### src/rtl/par2ser.sv
// Parallel-to-serial converter: captures a PW-bit packet and emits it SW bits at a time, LSB- or MSB-word first.
// Optional framing outputs (first/last) are present when PAR2SER_FRAME_EN is defined.
module par2ser #(
    parameter int PW = 64,
    parameter int SW = 1,
    parameter int CW = $clog2(PW / SW)
) (
    input  logic          clk,
    input  logic          reset,
    input  logic [PW-1:0] din,
    input  logic          load,
    input  logic [CW:0]   datasize,
    input  logic          lsbfirst,
    input  logic          shift,
    output logic [SW-1:0] dout,
    output logic          valid,
`ifdef PAR2SER_FRAME_EN
    output logic          first,
    output logic          last,
`endif
    output logic          ready
);

    localparam int NW = PW / SW;
    localparam logic [CW:0] NWC = (CW + 1)'(NW);
    localparam logic [CW:0] ONE = (CW + 1)'(1);

    typedef enum logic {
        IDLE,
        ACTIVE
    } state_t;

    state_t        state_q, state_d;
    logic [PW-1:0] sreg_q, sreg_d;
    logic [CW:0]   count_q, count_d;
    logic          lsb_q, lsb_d;
    logic [CW:0]   eff_size;
    logic          final_shift;
    logic          accept;

    always_ff @(posedge clk) begin
        if (reset) begin
            state_q <= IDLE;
            sreg_q  <= '0;
            count_q <= '0;
            lsb_q   <= 1'b0;
        end else begin
            state_q <= state_d;
            sreg_q  <= sreg_d;
            count_q <= count_d;
            lsb_q   <= lsb_d;
        end
    end

    // ready depends combinationally on shift so the final word and the next load can share a cycle
    always_comb begin
        state_d     = state_q;
        sreg_d      = sreg_q;
        count_d     = count_q;
        lsb_d       = lsb_q;
        eff_size    = (datasize == '0 || datasize > NWC) ? NWC : datasize;
        final_shift = (state_q == ACTIVE) && shift && (count_q == ONE);
        ready       = (state_q == IDLE) || final_shift;
        accept      = load && ready;

        if (state_q == ACTIVE && shift) begin
            sreg_d  = lsb_q ? (sreg_q >> SW) : (sreg_q << SW);
            count_d = count_q - ONE;
            if (final_shift) begin
                state_d = IDLE;
            end
        end

        if (accept) begin
            sreg_d  = din;
            lsb_d   = lsbfirst;
            count_d = eff_size;
            state_d = ACTIVE;
        end
    end

    assign valid = (state_q == ACTIVE);
    assign dout  = lsb_q ? sreg_q[SW-1:0] : sreg_q[PW-1 -: SW];

`ifdef PAR2SER_FRAME_EN
    logic first_q, first_d;

    always_ff @(posedge clk) begin
        if (reset) begin
            first_q <= 1'b0;
        end else begin
            first_q <= first_d;
        end
    end

    always_comb begin
        first_d = first_q;
        if (state_q == ACTIVE && shift) begin
            first_d = 1'b0;
        end
        if (accept) begin
            first_d = 1'b1;
        end
    end

    assign first = valid && first_q;
    assign last  = valid && (count_q == ONE);
`endif

endmodule

### config.mk
export PLATFORM = sky130hd
export DESIGN_NAME = par2ser
export DESIGN_NICKNAME = d
export VERILOG_FILES = /design/src/rtl/par2ser.sv
export SDC_FILE = /design/constraint.sdc
export NUM_CORES = 1
export LEC_CHECK = 0
export BUFFER_PORTS_ARGS = -buffer_cell sky130_fd_sc_hd__buf_4
export CAP_MARGIN = 30
export CORE_ASPECT_RATIO = 0.9
export CORE_UTILIZATION = 60
export DETAILED_ROUTE_END_ITERATION = 12
export HOLD_SLACK_MARGIN = 0.12
export PLACE_DENSITY = 0.86
export SETUP_SLACK_MARGIN = 0.4
export SLEW_MARGIN = 20
export SYNTH_ARGS = -nofsm -noshare
export SYNTH_HDL_FRONTEND = slang
export SYNTH_SLANG_ARGS = --single-unit
### constraint.sdc
create_clock -name clk -period 5.1 [get_ports clk]
set_clock_uncertainty 0.2 [all_clocks]
set_input_delay 0.51 -clock clk [delete_from_list [all_inputs] [get_ports clk]]
set_output_delay 0.51 -clock clk [all_outputs]
set_load 0.01 [all_outputs]
# == Yosys cells after proc, flatten, opt, wreduce, memory -nomap -nowiden ==
# Cells that the tools add are included.
# word_totals
ff_bits,73
input_bits,76
output_inout_bits,3
# op_classes
n_addsub,1
n_lt_le_gt_ge,1
eq_ne,1
mux,10
bitwise_logic,1
reduce_logical,9
# op_table
op,count
$mux W64,3
$mux W7,3
$eq A7 B1 Y1 const B,1
$gt A7 B7 Y1 const B,1
$logic_not A7 Y1,1
$sub A7 B1 Y7 const B,1
$mux W1,4
$reduce_bool A2 Y1,2
$logic_and A1 B1 Y1,3
$logic_or A1 B1 Y1,2
$reduce_and A2 Y1,1
$not A1 Y1,1

# == Depth between registers and ports, before layout ==
# depth
depth_word,6
mapped_depth,8
mapped_depth_nobuf,6

# == Worst setup path before layout ==
# OpenSTA, ideal clock, no wires.
# synth_timing
path_type,register -> output
startpoint,register lsb_q
endpoint,output dout
t_arrival_ns,1.177
required_ns,4.390
path_slack_ns,3.213
path_stages_with_launch,5
n_path_buf,3
path_cell_list,dfxtp_1 -> clkbuf_1 -> buf_4 -> buf_2 -> mux2_2
# synth_between
elab_chain_cells,1
# synth_rtl
element,line_no,source
start: declaration,36,"logic lsb_q, lsb_d;"
start signal: assignment,51,lsb_q <= lsb_d;
$mux W1,83,assign dout = lsb_q ? sreg_q[SW-1:0] : sreg_q[PW-1 -: SW];
end: declaration,15,"output logic [SW-1:0] dout,"
# Every way passes these cells.

# == Worst setup path in the final report ==
# layout_timing
startpoint,register count_q[1]
endpoint,register sreg_q[23]
# layout_between
elab_chain_cells,5
# layout_rtl
element,line_no,source
start: declaration,35,"logic [CW:0] count_q, count_d;"
start signal: assignment,50,count_q <= count_d;
$eq A7 B1 Y1 *,62,final_shift = (state_q == ACTIVE) && shift && (count_q == ONE);
$logic_and A1 B1 Y1 *,62,
$logic_or A1 B1 Y1 *,63,ready = (state_q == IDLE) || final_shift;
$logic_and A1 B1 Y1 *,64,accept = load && ready;
$mux W64 or $reduce_bool A2 Y1 (tied branches),n/a,
end signal: assignment,49,sreg_q <= sreg_d;
end: declaration,34,"logic [PW-1:0] sreg_q, sreg_d;"
# Mark *: on every way between the ends. The rest lies on a longest branch, timed or not.
# A chain may end at the register's enable or synchronous reset.

==> results_dict.tcl <==
set metrics [dict create \
    yosysWarningCount 0 \
    final_cells 634 \
    hpwl_mm 6.10 \
    overflow 0 \
    cts_max_level 3 \
    crit_buf_inv 2 \
    die_h_um 79.5 \
    grt_max_degree 75 \
    slew_headroom 0.508 \
    first_pass_iters 5 \
    rsz0062_at_grt "false" \
    outcome "finished, final reports clean" \
    power.leakage_nw 1.70 \
    port_buffers 78 \
    cp_data_arrival_time_ns 2.68 \
    insertion_delay_ns 0.35 \
    crit_path_max_fanout 33 \
    antenna_left 0 \
    cellPowerDensity_nw_per_um2 283 \
    critical_path_class "reg -> reg" \
    dieArea_sq_um 7000 \
    nets 620 \
    fmax_mhz 382 \
    drt-wirelength-per-cell_um 14.9 \
    place_congestion 0.784 \
    fin_crit_ns 2.62 \
    antenna_found_initial 0 \
    pin_count 79 \
    syn2layout_area_growth_pct 18.5 \
    coreArea_sq_um 6280 \
    layout.cells.most_common "nand2_1" \
    drt_iter0_drc 267 \
    worstMarginPinSlew_ns 0.737 \
    grt_pass1_wl_mm 15.2 \
    hp-class "in -> reg" \
    setup_viol 0 \
    start_util 0.637 \
    clk_pin_slew_ns 0.08 \
    synth_cells 494 \
    numCtsBuffers 9 \
    maxCapViolCount 0 \
    ys_seq_area_frac 0.365 \
    root_buffer "clkbuf_8" \
    num_vias 3749 \
    synth_nets 572 \
    max_stage_delay_ns 0.60 \
    cp-end-kind "flop" \
    cts_tree "yes" \
    yosysUniqueCellTypes 37 \
    postCtsSetupBuffers 0 \
    slowest_stage "a21oi_4" \
    slew_violations 0 \
    rows 27 \
    vias_per_cell 5.91 \
    cts.hold.buffers_added 0 \
    track_usage 0.277 \
    tns_ns 0 \
    cts_resized 0 \
    mostFrequentLayoutCells "nand2_1, buf_4, dfxtp_1, a21oi_1" \
    avgSynthCellArea_sq_um 8.10 \
    wl_mm 9.42 \
    final-hold-violation-count 0 \
    peakVddDrop_mv 0.152 \
    grt_pass1_vias 3377 \
    period_share 0.513 \
    crit_chain "inv_1, ha_1, and4b_1, a21oi_4, buf_4, o211ai_1, a21oi_1" \
    layout-drive-gt1-share 0.194 \
    required_ns 5.17 \
    drc 0 \
    synth_seq_cells 73 \
    clkSinkCount 73 \
    cts_buffer_depth 2 \
    crit_path_start_kind "flop" \
    n_antenna_cell 0 \
    die_w_um 88.1 \
    dp.cells 617 \
    netlist_area_sq_um 4000 \
    crit_family "compound AO/OA/AOI/OAI gates" \
]
==> synthesized netlist by cell type <==
master	count	share of area
o221ai_1	1	0.0022
xor2_1	1	0.0022
and4b_1	1	0.0025
mux2_2	1	0.0028
a211oi_1	2	0.0038
xnor2_1	2	0.0044
a31oi_1	2	0.0031
and3_1	1	0.0016
nor4_4	1	0.0053
a21o_1	1	0.0019
a211oi_2	1	0.0031
a21oi_2	1	0.0022
a311oi_2	2	0.0075
buf_4	4	0.0075
nand2b_1	1	0.0016
a311oi_1	2	0.0044
a21oi_1	69	0.086
buf_1	4	0.0038
nor3_1	4	0.0050
nor2b_1	2	0.0031
nor2_1	4	0.0038
buf_2	14	0.018
dfxtp_1	73	0.37
o21ai_0	4	0.0050
nand4b_1	2	0.0044
or3_1	1	0.0016
buf_6	5	0.014
ha_1	2	0.0063
or4_1	3	0.0056
inv_1	4	0.0038
and2_1	1	0.0016
mux2i_1	62	0.16
o211ai_1	62	0.12
nand2_1	132	0.12
o31ai_1	1	0.0019
nand3_1	2	0.0025
clkbuf_1	19	0.018
==> through the flow <==
stage	hold WS [ns]	cell area, sq um	utilization	setup WS [ns]	power [mW]
final	0.189	4740	0.755	2.48	1.34
after global routing	0.187	4740	0.755	2.35	1.41
after CTS	0.183	4720	0.752	2.41	1.34
after floorplan	0.279	4000	-	3.21	0.865
after global placement	0.323	4480	0.712	2.30	0.934
after detailed placement	0.347	4560	0.726	2.52	0.958
==> cell type report <==
type | instances | area, sq um
fillers | 485 | 1540
clock buffers | 11 | 131
well taps | 87 | 109
multi-input cells | 371 | 2290
repair buffers | 83 | 696
clock inverters | 5 | 33.8
inverters | 4 | 15.0
flip-flops and latches | 73 | 1470
==> logic make-up (layout without fill, tap and decap cells) <==
group / Yosys count / count (layout) / share of synthesized area
adders and majority gates: 2 / 2 / 0.00625
buffers and inverters: 50 / 103 / 0.0644
muxes: 63 / 63 / 0.158
and+or+nand+nor: 155 / 155 / 0.162
DFF: 73 / 73 / 0.365
AOI/OAI and AO/OA: 148 / 148 / 0.238
xor gates and xnor gates: 3 / 3 / 0.00657
==> tightest hold or removal path: stages <==
cell and delay (ns):
buf_4 0.11, nand2_1 0.04, a21oi_1 0.05
==> worst paths after layout <==
| path | startpoint | end | slack, ns | cells past startpoint |
|---|---|---|---|---|
| worst max-delay path | count_q[1] | sreg_q[23] | 2.48 | 7 |
| worst min-delay path | lsbfirst | lsb_q | 0.19 | 3 |
| worst max register to register | count_q[1] | sreg_q[23] | 2.48 | 7 |
| worst min register to register | sreg_q[63] | sreg_q[63] | 0.36 | 2 |
==> power by group <==
group          total [mW]  leakage [nW]  internal (mW)  switching, mW
logic               0.284          1.02          0.141          0.142
registers           0.669         0.603          0.618         0.0506
clock network       0.390        0.0793          0.176          0.214
total                1.34          1.70          0.935          0.407
==> state kept, by name (all words and copies together), names as in the netlist <==
name / flops
count_q: 7
lsb_q: 1
sreg_q: 64
valid: 1
==> metal layers <==
| layer | GRT usage | share of wire | wire [um] |
|---|---|---|---|
| met1 | 0.351 | 0.44 | 4180 |
| met2 | 0.443 | 0.48 | 4560 |
| met3 | 0.0796 | 0.053 | 497 |
| met4 | 0.108 | 0.019 | 181 |
| met5 | 0 | 0 | 0 |
Note: power is estimated with default switching activity, not from simulation.
